`config.mk`:
```
export PLATFORM = sky130hd
export DESIGN_NAME = seq_multiplier_n
export DESIGN_NICKNAME = d
export VERILOG_FILES = /design/src/rtl/mult_pkg.sv /design/src/rtl/add_sub_w1.sv /design/src/rtl/seq_multiplier_n.sv
export SDC_FILE = /design/constraint.sdc
export NUM_CORES = 1
export LEC_CHECK = 0
export CORE_MARGIN = 1
export CORE_UTILIZATION = 40
export CTS_CLUSTER_DIAMETER = 60
export DETAILED_ROUTE_END_ITERATION = 12
export GPL_TIMING_DRIVEN = 0
export PLACE_DENSITY = 0.7
export REMOVE_ABC_BUFFERS = 1
export SLEW_MARGIN = 0
export SYNTH_ARGS = -nofsm -noshare
export SYNTH_HDL_FRONTEND = slang
export SYNTH_HIERARCHICAL = 1
export SYNTH_SLANG_ARGS = --single-unit
```
`constraint.sdc`:
```
create_clock -name Clk -period 3.9 [get_ports Clk]
set_input_delay 0.39 -clock Clk [delete_from_list [all_inputs] [get_ports Clk]]
set_output_delay 0.39 -clock Clk [all_outputs]
set_load 0.005 [all_outputs]
```
`src/rtl/mult_pkg.sv`:
```
// mult_pkg: shared state type and width limit for the sequential multiplier
package mult_pkg;
   typedef enum logic [1:0] {IDLE, RUN, HOLD} state_e;
   localparam int MIN_WIDTH = 2;
endpackage

```
`src/rtl/add_sub_w1.sv`:
```
// add_sub_w1: combinational W-bit adder/subtractor used for the extended {X,A} accumulator
module add_sub_w1 #(
   parameter int W = 9
) (
   input  logic [W-1:0] a,
   input  logic [W-1:0] b,
   input  logic         sub,
   output logic [W-1:0] s
);
   assign s = sub ? a - b : a + b;
endmodule

```
`src/rtl/seq_multiplier_n.sv`:
```
// seq_multiplier_n: parametrised shift-add multiplier, signed/unsigned, with Busy/Done handshake
module seq_multiplier_n
   import mult_pkg::*;
#(
   parameter int WIDTH = 8,
   parameter int CNT_W = $clog2(WIDTH)
) (
   input  logic             Clk,
   input  logic             Reset,
   input  logic             Execute,
   input  logic             Load_B,
   input  logic             Clear_A,
   input  logic             Signed_Mode,
   input  logic [WIDTH-1:0] Din,
   output logic [WIDTH-1:0] Aval,
   output logic [WIDTH-1:0] Bval,
   output logic             Xval,
   output logic             Busy,
   output logic             Done
);
   state_e           state_q, state_d;
   logic [WIDTH-1:0] a_q, a_d, b_q, b_d, s_q, s_d;
   logic             x_q, x_d, mode_q, mode_d, done_q, done_d;
   logic [CNT_W-1:0] cnt_q, cnt_d;
   logic             last;
   logic [WIDTH:0]   addend, sum;

   if (WIDTH < MIN_WIDTH) begin : g_width_chk
      $error("seq_multiplier_n: WIDTH must be at least %0d", MIN_WIDTH);
   end

   assign last   = cnt_q == CNT_W'(WIDTH - 1);
   assign addend = b_q[0] ? {mode_q & s_q[WIDTH-1], s_q} : '0;

   // signed mode subtracts on the last step: the multiplier MSB carries weight -2^(W-1)
   add_sub_w1 #(.W(WIDTH + 1)) u_add_sub (
      .a  ({x_q, a_q}),
      .b  (addend),
      .sub(b_q[0] & last & mode_q),
      .s  (sum)
   );

   always_ff @(posedge Clk or posedge Reset) begin
      if (Reset) begin
         state_q <= IDLE;
         a_q     <= '0;
         b_q     <= '0;
         s_q     <= '0;
         x_q     <= 1'b0;
         mode_q  <= 1'b0;
         done_q  <= 1'b0;
         cnt_q   <= '0;
      end else begin
         state_q <= state_d;
         a_q     <= a_d;
         b_q     <= b_d;
         s_q     <= s_d;
         x_q     <= x_d;
         mode_q  <= mode_d;
         done_q  <= done_d;
         cnt_q   <= cnt_d;
      end
   end

   always_comb begin
      state_d = (state_q == IDLE && Execute)  ? RUN  :
                (state_q == RUN && last)      ? HOLD :
                (state_q == HOLD && !Execute) ? IDLE : state_q;
   end

   always_comb begin
      a_d    = a_q;
      b_d    = b_q;
      s_d    = s_q;
      x_d    = x_q;
      mode_d = mode_q;
      cnt_d  = cnt_q;
      done_d = state_q == RUN && last;
      if (state_q == IDLE) begin
         if (Execute) begin
            s_d    = Din;
            mode_d = Signed_Mode;
            a_d    = '0;
            x_d    = 1'b0;
            cnt_d  = '0;
         end else if (Load_B) begin
            b_d = Din;
         end else if (Clear_A) begin
            a_d = '0;
            x_d = 1'b0;
         end
      end else if (state_q == RUN) begin
         x_d   = mode_q & sum[WIDTH];
         a_d   = sum[WIDTH:1];
         b_d   = {sum[0], b_q[WIDTH-1:1]};
         cnt_d = cnt_q + 1'b1;
      end
   end

   always_comb begin
      Aval = a_q;
      Bval = b_q;
      Xval = x_q;
      Busy = state_q == RUN;
      Done = done_q;
   end
endmodule

```
# After elaboration in Yosys (flattened, before gate mapping)
# Cells that the tools add are included.
[totals]
reg_bits = 32
latch_bits = 0
ramBits = 0
mem_bits_ro = 0
out_inout_bits = 19
n_memories = 0
[op_classes]
add_sub_neg = 3
n_mul = 0
div = 0
magnitude_cmp = 0
n_eq_ne = 8
shifts = 0
muxes = 22
bitwise = 4
n_reduce_logical = 11
[ops]
columns = ["cell", "count"]
rows = [
  ["$mux W8", 9],
  ["$mux W9", 2],
  ["$add A9 B9 Y9", 1],
  ["$mux W3", 3],
  ["$sub A9 B9 Y9", 1],
  ["$mux W2", 3],
  ["$ne A2 B2 Y1 const B", 3],
  ["$ne A3 B3 Y1 const B", 2],
  ["$reduce_and A3 Y1", 2],
  ["$mux W1", 5],
  ["$and A1 B1 Y1", 4],
  ["$reduce_and A2 Y1", 2],
  ["$add A3 B1 Y3 const B", 1],
  ["$eq A3 B3 Y1 const B", 1],
  ["$logic_and A1 B1 Y1", 3],
  ["$reduce_bool A3 Y1", 1],
  ["$eq A2 B1 Y1 const B", 1],
  ["$eq A2 B2 Y1 const B", 1],
  ["$logic_not A2 Y1", 1],
  ["$reduce_bool A2 Y1", 1],
  ["$logic_not A1 Y1", 1],
]

# Depth between registers and ports, before layout
[logic_depth]
ltp_word = 7
ltp_mapped = 15
depth_no_buf = 14

# Modules after synthesis
# Netlist, hierarchy kept.
[by_module_without_submodules]
columns = ["module", "n_inst", "cells_per_inst", "area_per_inst_um2", "seq_area_each_um2"]
rows = [
  ["seq_multiplier_n", 1, 105, 1478.9, 800.8],
  ["add_sub_w1", 1, 69, 523.0, 0.0],
]

# Worst setup path before layout
# No wires, ideal clock.
[synth_path]
path_type = "reg-to-reg"
startpoint = "reg cnt_q[0]"
endpoint = "reg x_q (netlist: Xval)"
setup_time_ns = 0.118
arrival_time_ns = 2.749
t_required_ns = 3.782
path_slack_ns = 1.033
path_stages_with_launch = 14
synth_period_minus_slack_ns = 2.867
path_cell_list = "dfrtp_1 -> ha_1 -> ha_1 -> and3_1 -> clkbuf_1 -> mux2_2 -> fa_1 -> nor2b_4 -> o31a_1 -> nand2b_4 -> a31oi_4 -> xnor2_1 -> and4_1 -> a21o_1"
[synth_via]
elab_chain_len = 7
[synth_lines]
columns = ["element", "line", "source"]
rows = [
  ["start: declaration", "seq_multiplier_n.sv:24", "logic [CNT_W-1:0] cnt_q, cnt_d;"],
  ["start signal: assignment", "seq_multiplier_n.sv:61", "cnt_q <= cnt_d;"],
  ["$eq A3 B3 Y1", "seq_multiplier_n.sv:32", "assign last = cnt_q == CNT_W'(WIDTH - 1);"],
  ["$and A1 B1 Y1 (2 in series)", "seq_multiplier_n.sv:39", ".sub(b_q[0] & last & mode_q),"],
  ["$mux W9", "add_sub_w1.sv:10", "assign s = sub ? a - b : a + b;"],
  ["named net sum[8]", "seq_multiplier_n.sv:26", "logic [WIDTH:0] addend, sum;"],
  ["$and A1 B1 Y1", "seq_multiplier_n.sv:93", "x_d = mode_q & sum[WIDTH];"],
  ["$mux W1", "seq_multiplier_n.sv:92", "end else if (state_q == RUN) begin"],
  ["$mux W1", "seq_multiplier_n.sv:79", "if (state_q == IDLE) begin"],
  ["end signal: assignment", "seq_multiplier_n.sv:49", "x_q <= 1'b0;"],
  ["end signal: assignment", "seq_multiplier_n.sv:58", "x_q <= x_d;"],
  ["end: declaration", "seq_multiplier_n.sv:23", "logic x_q, x_d, mode_q, mode_d, done_q, done_d;"],
]
# The timed path passes the listed nets, and every way through them passes these cells. The select of a mux whose other input is x is not followed.
# A chain may end at the register's enable or synchronous reset.

# Final worst setup path
# Ends and elaborated chain as after synthesis.

==> run metrics <==
run status=finished clean; worst vdd rail ir drop=approximately 0.65 mV; depth of the CTS H-tree=2; Leak=around 1.1 nW; Max Clock Skew=~0.002 ns; TritonRoute pass-1 iters=4; source-to-sink clock delay at the later pin of the worst-skew pair=approximately 0.28 ns; fraction of the core area covered by cells at the end of the flow=0.5161; floorplan die area=5292 sq um; Die Y=just over 70 um; # clock sinks=32; Total GRT Usage=0.1574; setup repair after global routing missed its margin=false; share of the synthesized area in the top cell type=0.4000; count of placed standard cells including taps=265; setup repair bufs after CTS=0; Starting DRT DRC Count=between 50 and 60; fin nets=around 230; sum of negative setup slack=0 ns; startpoint class of the critical path=flop; post-route setup slack=0.8732 ns; kind of capture point of the worst setup path=flop; Residual DRC=0; cell chosen for the clock root=sky130_fd_sc_hd__clkbuf_8; Critical Setup Path Class=reg -> reg; warnings from Yosys=6; area growth from synthesis to final layout=22.56%; standard cell area after detailed placement=2349 sq um; number of enable-type register cells in the synthesized netlist=0; Setup-failing EPs final=0; proportion of register bits with asynchronous set or reset after synthesis=1.000; worst slew pin tran=just under 0.6 ns; instance count of the mapped netlist=174; layout cells sized above 1=0.1942; first-pass GRT wire length=roughly 6.3 mm; Worst Setup Slack post-DPL=~0.84 ns; depth of the most critical reg-to-reg path=12; Worst Hold Slack=around 0.4 ns; post-CTS sizing=0; DR vias/cell=between 5 and 6; CTS tree=yes; standard cell core area=roughly 4800 sq um; GRT overflow=0; max-cap check violation count=0; vias post-DR=1368; maximum number of pins on one net before global-route repair=33; Clock Pin Slew Worst Setup and Hold Paths=roughly 0.06 ns; Synth Flop Type=sky130_fd_sc_hd__dfrtp_1; leading post-synthesis cells by cell area=sky130_fd_sc_hd__dfrtp_1, sky130_fd_sc_hd__mux2_2, sky130_fd_sc_hd__ha_1; min Tclk post-route=3.027 ns; detailed-route wire length per cell=around 13 um; Max Clk Rate=around 330 MHz; fin. max-slew vios=0; Clock Path Buffers=2; count of non-filler cells in the finished layout=273; Antenna Diode Count=0; unique cell type count in the Yosys netlist=38; class of the most critical hold timing path=in -> async; Critical Path AT=around 3.2 ns; total half-perimeter wirelength after legalization and detailed placement=~2.7 mm; Fill cells=about 460; TritonCTS Buffers=5; remaining antenna violation count after routing=0; number of hold-repair buffers added at the cts stage=0; RD Place Congestion=0.8138; total wirelength of the detailed-routed design=approximately 3.6 mm; syn avg cell area=roughly 12 sq um; share of the yosys chip area belonging to registers=0.4000; netlist area before placement=roughly 2000 sq um; cell types with the highest counts after synthesis=sky130_fd_sc_hd__dfrtp_1, sky130_fd_sc_hd__mux2_2, sky130_fd_sc_hd__nor2_1, sky130_fd_sc_hd__ha_1, sky130_fd_sc_hd__xnor2_1; starting density of the core=0.4211; top cell type by total area after synthesis=sky130_fd_sc_hd__dfrtp_1; I/O Buffers=32; via count of the first global-routing pass=approximately 1.4k; count of pins on the block boundary=33; pwr dens=around 1200 nW/um^2; largest fanout on the critical path=8; max_slew headroom=0.6017; required time of the critical path=4.08 ns; cell area after layout=about 2500 sq um; Seq cells post-synth=32; power consumption=between 2 and 3 mW; most frequently used cell type in the post-synthesis netlist=sky130_fd_sc_hd__dfrtp_1; final hold viol count=0; chip width=a little over 70 um; total number of placement rows=25; final worst-path cycle share=0.7761; number of antenna violations at the first check in global routing=0
[cell families after synthesis]
logic type | count (synthesis) | share of synthesized area
simple gates | 40 | 0.1212
buf+inv | 18 | 0.04750
fa+ha+maj | 12 | 0.07875
xor+xnor | 13 | 0.05688
flops | 32 | 0.4000
compound gates | 32 | 0.1269
mux | 27 | 0.1687
[registers in the layout, indices dropped and copies added (netlist names)]
name and count:
Bval 8, Done 1, Aval 8, s_q 8
cnt_q 3, Xval 1, state_q 2, mode_q 1
[cell usage in the layout, fill, tap and decap left out, drive strengths merged, types with 4 or more instances in the layout]
| cell type | netlist | final |
|---|---|---|
| a21oi | 6 | 6 |
| mux2 | 27 | 27 |
| clkbuf | 3 | 6 |
| a32o | 8 | 8 |
| nor2b | 4 | 4 |
| nor3 | 4 | 4 |
| nor2 | 13 | 13 |
| ha | 11 | 11 |
| xnor2 | 11 | 11 |
| inv | 10 | 9 |
| dfrtp | 32 | 32 |
| clkdlybuf4s50 | 0 | 32 |
| o21ai | 5 | 5 |
| o21a | 4 | 4 |
| and2 | 10 | 10 |
[cell type report]
class	count	area, sq um	share of cell area
clock buffer	6	72.57	0.02958
sequential	32	800.8	0.3264
timing repair buffer	33	347.8	0.1418
tap	67	83.83	0.03417
inverter	10	37.54	0.01530
multi-input combinational	124	1106	0.4508
clock inverter	1	5.005	0.002040
[critical path, stage by stage (launching register included)]
cell and delay [ns]:
sky130_fd_sc_hd__dfrtp_1 0.35, sky130_fd_sc_hd__ha_1 0.16, sky130_fd_sc_hd__ha_1 0.21, sky130_fd_sc_hd__and3_1 0.34, sky130_fd_sc_hd__mux2_2 0.40, sky130_fd_sc_hd__fa_1 0.44, sky130_fd_sc_hd__nor2b_4 0.14, sky130_fd_sc_hd__o31a_1 0.18
sky130_fd_sc_hd__nand2b_4 0.15, sky130_fd_sc_hd__a31oi_4 0.08, sky130_fd_sc_hd__xnor2_1 0.14, sky130_fd_sc_hd__and4_1 0.20, sky130_fd_sc_hd__a21o_1 0.14
[report_power, final]
| part | internal, mW | total [mW] | switching (mW) |
|---|---|---|---|
| clock | 0.121 | 0.236 | 0.115 |
| sequential | 0.510 | 0.654 | 0.144 |
| combinational | 1.13 | 1.94 | 0.814 |
| total | 1.76 | 2.83 | 1.07 |
[routing by layer]
| layer | track usage | vias up | share of wire |
|---|---|---|---|
| met1 | 0.2099 | 656 | 0.49 |
| met4 | 0.05229 | 0 | 0.013 |
| li1 | - | 683 | - |
| met2 | 0.2399 | 23 | 0.46 |
| met3 | 0.05387 | 6 | 0.036 |
| met5 | 0 | - | 0 |
[final timing paths]
kind | from | endpoint | slack (ns)
max | cnt_q[0] | Xval | 0.87
min | Reset | cnt_q[2] | 0.41
max reg2reg | cnt_q[0] | Xval | 0.87
min reg2reg | s_q[2] | s_q[2] | 0.50
max in group asynchronous | Reset | mode_q | 3.06
min in group Clk | s_q[2] | s_q[2] | 0.50
Note: power is estimated with default switching activity, not from simulation.
